<file path="config.mk">
export PLATFORM = sky130hd
export DESIGN_NAME = h80cpu_io_flat
export DESIGN_NICKNAME = d
export VERILOG_FILES = /design/src/rtl/h80cpu_io_if.sv /design/src/rtl/h80cpu_io.sv /design/src/flat_wrapper.sv
export SDC_FILE = /design/constraint.sdc
export NUM_CORES = 1
export LEC_CHECK = 0
export ABC_CLOCK_PERIOD_IN_PS = 4000
export BUFFER_PORTS_ARGS = -buffer_cell sky130_fd_sc_hd__buf_2
export CAP_MARGIN = 0
export CELL_PAD_IN_SITES_DETAIL_PLACEMENT = 1
export CELL_PAD_IN_SITES_GLOBAL_PLACEMENT = 1
export CORE_UTILIZATION = 30
export DETAILED_ROUTE_END_ITERATION = 12
export PLACE_DENSITY_LB_ADDON = 0.1
export REMOVE_ABC_BUFFERS = 1
export SYNTH_ARGS = -nofsm -noshare
export SYNTH_HDL_FRONTEND = slang
export SYNTH_SLANG_ARGS = --single-unit
</file>
<file path="constraint.sdc">
create_clock -name clk -period 4 [get_ports clk]
set_clock_uncertainty 0.2 [all_clocks]
set_input_delay 0.8 -clock clk [delete_from_list [all_inputs] [get_ports clk]]
set_output_delay 0.8 -clock clk [all_outputs]
set_load 0.05 [all_outputs]
</file>
<file path="src/rtl/h80cpu_io_if.sv">
// Shared h80 I/O bus: address/command/write data from the CPU, toggle handshake
// (run/done) and read data back from the slave.
interface h80cpu_io_if;
  logic [15:0] addr;
  logic [2:0]  cmd;
  logic        run;
  logic [15:0] wr_data;
  logic [15:0] rd_data;
  logic        done;

  modport master (output addr, cmd, run, wr_data, input rd_data, done);
  modport slave  (input addr, cmd, run, wr_data, output rd_data, done);
endinterface

</file>
<file path="src/rtl/h80cpu_io.sv">
// h80 I/O bus slave: 8N1 UART transmitter at word 0x0000 and status at word 0x0002.
// Writes to a busy transmitter stall the handshake until the current frame ends.
module h80cpu_io #(
  parameter int CLK_FREQ = 27000000,
  parameter int BAUD     = 115200
) (
  input  logic        clk,
  input  logic        reset_,
  h80cpu_io_if.slave  bus,
  output logic        uart_txp
);

  localparam int DIV = (CLK_FREQ + BAUD / 2) / BAUD;
  localparam int CW  = ($clog2(DIV) < 1) ? 1 : $clog2(DIV);

  typedef enum logic {
    ST_IDLE,
    ST_WAIT_TX
  } state_t;

  state_t          state_q, state_d;
  logic            done_q, done_d;
  logic [15:0]     rd_data_q, rd_data_d;
  logic [7:0]      pend_byte_q, pend_byte_d;
  logic            tx_busy_q, tx_busy_d;
  logic [9:0]      shift_q, shift_d;
  logic [CW-1:0]   baud_q, baud_d;
  logic [3:0]      bit_q, bit_d;

  logic            pending;
  logic            is_txdata;
  logic            is_status;
  logic            is_read;
  logic            is_write;
  logic            byte_op;
  logic            tx_ending;
  logic            tx_ready;
  logic [15:0]     rd_word;
  logic [15:0]     rd_val;
  logic            load;
  logic [7:0]      load_byte;
  logic [9:0]      shift_nxt;

  assign pending   = bus.run ^ done_q;
  assign is_txdata = (bus.addr[15:1] == 15'd0);
  assign is_status = (bus.addr[15:1] == 15'd1);
  assign is_read   = (bus.cmd == 3'd0) || (bus.cmd == 3'd2);
  assign is_write  = (bus.cmd == 3'd1) || (bus.cmd == 3'd3);
  assign byte_op   = bus.cmd[1];

  // The stop bit ends on this edge, so a new byte may be loaded with no idle gap.
  assign tx_ending = tx_busy_q && (baud_q == '0) && (bit_q == 4'd0);
  assign tx_ready  = !tx_busy_q || tx_ending;

  assign rd_word = is_status ? {15'd0, tx_busy_q} : 16'h0000;
  assign rd_val  = byte_op ? {8'h00, (bus.addr[0] ? rd_word[15:8] : rd_word[7:0])} : rd_word;

  genvar gi;
  generate
    for (gi = 0; gi < 10; gi++) begin : g_shift
      if (gi == 9) begin : g_fill
        assign shift_nxt[gi] = 1'b1;
      end else begin : g_move
        assign shift_nxt[gi] = shift_q[gi+1];
      end
    end
  endgenerate

  always_comb begin
    state_d     = state_q;
    done_d      = done_q;
    rd_data_d   = rd_data_q;
    pend_byte_d = pend_byte_q;
    load        = 1'b0;
    load_byte   = pend_byte_q;

    case (state_q)
      ST_IDLE: begin
        if (pending) begin
          if (is_read) begin
            rd_data_d = rd_val;
            done_d    = ~done_q;
          end else if (is_write && is_txdata) begin
            if (tx_ready) begin
              load      = 1'b1;
              load_byte = bus.wr_data[7:0];
              done_d    = ~done_q;
            end else begin
              pend_byte_d = bus.wr_data[7:0];
              state_d     = ST_WAIT_TX;
            end
          end else begin
            done_d = ~done_q;
          end
        end
      end
      ST_WAIT_TX: begin
        if (tx_ready) begin
          load      = 1'b1;
          load_byte = pend_byte_q;
          done_d    = ~done_q;
          state_d   = ST_IDLE;
        end
      end
      default: state_d = ST_IDLE;
    endcase
  end

  always_comb begin
    shift_d   = shift_q;
    baud_d    = baud_q;
    bit_d     = bit_q;
    tx_busy_d = tx_busy_q;

    if (load) begin
      shift_d   = {1'b1, load_byte, 1'b0};
      baud_d    = CW'(DIV - 1);
      bit_d     = 4'd9;
      tx_busy_d = 1'b1;
    end else if (tx_busy_q) begin
      if (baud_q == '0) begin
        baud_d = CW'(DIV - 1);
        if (bit_q == 4'd0) begin
          tx_busy_d = 1'b0;
          shift_d   = '1;
        end else begin
          shift_d = shift_nxt;
          bit_d   = bit_q - 4'd1;
        end
      end else begin
        baud_d = baud_q - CW'(1);
      end
    end
  end

  always_ff @(posedge clk or negedge reset_) begin
    if (!reset_) begin
      state_q     <= ST_IDLE;
      done_q      <= 1'b0;
      rd_data_q   <= 16'h0000;
      pend_byte_q <= 8'h00;
      tx_busy_q   <= 1'b0;
      shift_q     <= '1;
      baud_q      <= '0;
      bit_q       <= 4'd0;
    end else begin
      state_q     <= state_d;
      done_q      <= done_d;
      rd_data_q   <= rd_data_d;
      pend_byte_q <= pend_byte_d;
      tx_busy_q   <= tx_busy_d;
      shift_q     <= shift_d;
      baud_q      <= baud_d;
      bit_q       <= bit_d;
    end
  end

  assign bus.done    = done_q;
  assign bus.rd_data = rd_data_q;
  assign uart_txp    = shift_q[0];

endmodule

</file>
<file path="src/flat_wrapper.sv">
// flat-port wrapper written by rule: the top's interface ports become plain ports
module h80cpu_io_flat 
#(
  parameter int CLK_FREQ = 27000000,
  parameter int BAUD     = 115200
)
  (clk, reset_, uart_txp, bus_addr, bus_cmd, bus_run, bus_wr_data, bus_rd_data, bus_done);
  h80cpu_io_if bus_i ();
  input  logic clk;
  input  logic reset_;
  output logic uart_txp;
  input wire logic [$bits(bus_i.addr)-1:0] bus_addr;
  input wire logic [$bits(bus_i.cmd)-1:0] bus_cmd;
  input wire logic [$bits(bus_i.run)-1:0] bus_run;
  input wire logic [$bits(bus_i.wr_data)-1:0] bus_wr_data;
  output wire logic [$bits(bus_i.rd_data)-1:0] bus_rd_data;
  output wire logic [$bits(bus_i.done)-1:0] bus_done;
  assign bus_i.addr = bus_addr;
  assign bus_i.cmd = bus_cmd;
  assign bus_i.run = bus_run;
  assign bus_i.wr_data = bus_wr_data;
  assign bus_rd_data = bus_i.rd_data;
  assign bus_done = bus_i.done;
  h80cpu_io #(.CLK_FREQ(CLK_FREQ), .BAUD(BAUD)) u_core (.clk(clk), .reset_(reset_), .bus(bus_i), .uart_txp(uart_txp));
endmodule
</file>
==> run metrics <==
crit-path cells=inv_1 > ha_1 > or4b_4 > nor2_1 > a31oi_1 > nor2_1 > o22ai_1; adder-cell share of the synthesized area=0.0263; aggregate global-route resource usage=0.144; Simple-Gate Fraction of Synth Area=0.135; commonest non-fill, non-tap cell in the layout=buf_2; initial antenna violation count=0; slowest cell on the critical path=nor2_1; post-CTS setup buffer count=0; CTS resizes=0; DRT Pass-1 Iters=4; f_max=0.359 GHz; RSZ-0062 raised after global routing=no; Gate Count Post-Synth=181; Tightest Pin Transition=0.927 ns; port bufs=32; Hold Crit Class=flop to flop; Post-Syn Area per Cell=around 11 µm²; Site Rows=28; chip height=about 82 µm; met3 wire len=roughly 210 µm; vias in the first global route=roughly 1500; post-synthesis xor/xnor area fraction=0.00920; most frequent cells in the layout=buf_2 (32), dfrtp_1 (24), nor2_1 (17), conb_1 (15), a21oi_1 (11); clock slew at reported path FFs=around 0.07 ns; I/O pin count=between 50 and 60; Fillers=a little over 700; register area=between 800 and 900 µm²; drt wl/cell=~15 µm; CTS sink cnt=33; core area=6030 µm²; number of flops mapped to enable cells by yosys=0; CTS Buf Count=5; first-pass GRT wire length=7.04 mm; drt drc=0; initial core utilization=0.316; CP Data Required Time=around 4.0 ns; share of layout cells above drive strength 1=0.296; Final Max Tran Viols=0; total of max-cap violations=0; Layout Utilization=0.361; Area growth, synth to finish=14.4%; status=completed; Buf/Inv on CP=1; Lkg Pwr=1.06 nW; n_diodes=0; Synth Area in Compound Gates=0.179; Synth async-reset ratio=1.00; CP peak stage delay=approximately 0.72 ns; DRT met1 WL=between 2 and 2.5 mm; Rel. slew slack=0.380; register area share after synthesis=0.440; CTS Hold Buffers Added=0; metal2 WL=roughly 2.0 mm; Worst setup EP type=flop; # setup viols final=0; DR top layer=met4; Cell Pwr Density=about 430 nW/µm²; via count=~1400; Yosys cell types=47; combinational family with the most area after synthesis=compound AO/OA/AOI/OAI gates; fin crit period=2.78 ns; Crit path max-delay family=simple AND/OR/NAND/NOR gates; Iter 0 DRT Violations=slightly below 50; Final Power=~0.95 mW; Worst Path Max Fanout=11; final hold vios=0; Routability Congestion=0.731; Max rail drop VDD=approximately 0.00014 V; Clock H-tree levels=2; Detailed Place HPWL=approximately 3.2 mm; startpoint types=flop; top_reg_cell synth=dfrtp_1; post-synthesis mux area share=0.110; GR Overflow Total=0; post-route ant nets=0; Root Buffer=clkbuf_8; WS Path Type=flop to flop; Die X=~82 µm; number of synthesized register bits=33; largest net degree at the start of global routing=34; yosys warns=0; TritonCTS clock tree=done; nets@finish=254; Die Area=around 6700 µm²; total wire length=~4.4 mm; Mapped Area=~1900 µm²; Post-Route Setup TNS=0 ns; worst skew pair latency=approximately 0.28 ns; multi-input logic area=a little over 900 µm²; vias per inst=5.01; Arrival @ worst endpoint=2.75 ns; cell mode on critical path=nor2_1; CTS max path bufs=2; period utilisation layout=0.696
[synthesized netlist by cell type (all sizes together), types with 2 or more instances]
cell type  count  share of area
a211o          2         0.0092
mux2           8          0.063
nand3          3         0.0079
inv           10          0.020
nor2          17          0.034
a41o           2          0.011
nand2          6          0.012
a311oi         2          0.012
a41oi          2         0.0092
nor3           4          0.016
a21oi         11          0.029
ha             4          0.026
a211oi         4          0.016
o21ai          2          0.011
dfrtp         24           0.32
nand2b         3         0.0099
or4            2         0.0079
xnor2          2         0.0092
o22ai          9          0.030
nor4           3         0.0099
and4           2         0.0092
mux2i          9          0.047
dfstp          9           0.12
a31oi          2         0.0066
buf           21          0.076
[per-layer routing]
metal | vias up | global-route usage
li1 | 696 | -
met5 | - | 0
met1 | 701 | 0.184
met4 | 0 | 0.0474
met2 | 40 | 0.235
met3 | 6 | 0.0367
[worst reg2reg max path: cells and delay by family, from the launching register on]
family / cells / cell delay [ns]
AND/OR/NAND/NOR: 3 / 1.43
flip-flops: 1 / 0.43
AO/OA/AOI/OAI: 2 / 0.31
adder cells (fa/ha/maj): 1 / 0.17
buffers and inverters: 1 / 0.13
[stage by stage]
step | hold WS (ns) | area, µm² | std cells | setup slack, ns
final | 0.292 | 2180 | 288 | 1.22
after global routing | 0.303 | 2180 | 288 | 1.12
after CTS | 0.298 | 2180 | 288 | 1.24
after detailed placement | 0.286 | 2060 | 280 | 1.02
after global placement | 0.262 | 2060 | 280 | 1.06
after floorplan | 0.282 | 1810 | 173 | 1.45
[cells by family (layout without fill, tap and decap cells)]
logic type / count (synthesis) / after routing
AO/OA/AOI/OAI: 46 / 46
XOR/XNOR: 2 / 2
adder cells (fa/ha/maj): 4 / 4
buffers and inverters: 32 / 50
flip-flops: 33 / 33
multiplexers: 17 / 17
other: 1 / 15
AND/OR/NAND/NOR: 46 / 46
[flip-flops by register name, summed over array words and instances (netlist names)]
signal / cells
u_core.state_q: 1
u_core.tx_busy_q: 1
u_core.bit_q: 4
u_core.bus.rd_data: 1
u_core.bus.done: 1
u_core.baud_q: 8
u_core.shift_q: 9
u_core.pend_byte_q: 8
[final timing paths]
kind | startpoint | endpoint | slack [ns] | depth (start not counted)
hold reg to reg | u_core.shift_q[0]$_DFFE_PN1P_ | u_core.shift_q[0]$_DFFE_PN1P_ | 0.29 | 2
setup / recovery | u_core.baud_q[0]$_DFFE_PN0N_ | u_core.shift_q[0]$_DFFE_PN1P_ | 1.22 | 7
hold / removal | u_core.shift_q[0]$_DFFE_PN1P_ | u_core.shift_q[0]$_DFFE_PN1P_ | 0.29 | 2
setup reg to reg | u_core.baud_q[0]$_DFFE_PN0N_ | u_core.shift_q[0]$_DFFE_PN1P_ | 1.22 | 7
max in group asynchronous | reset_ | u_core.bus.done$_DFFE_PN0P_ | 2.74 | 1
min in group asynchronous | reset_ | u_core.baud_q[6]$_DFFE_PN0N_ | 0.38 | 1
[final cells by class]
cell class              count  area share
clock buffers               7      0.0397
clock inverters             1      0.0138
inverters                  10      0.0172
multi-input cells         130       0.428
flip-flops and latches     33       0.384
well taps                  75      0.0431
repair buffers             32      0.0736
[report_power, final]
part           switching [mW]  internal, mW  total, mW
clock network           0.124         0.203      0.327
registers              0.0408         0.380      0.421
logic                   0.123        0.0749      0.198
total                   0.288         0.658      0.946
(Power assumes the default switching activity.)
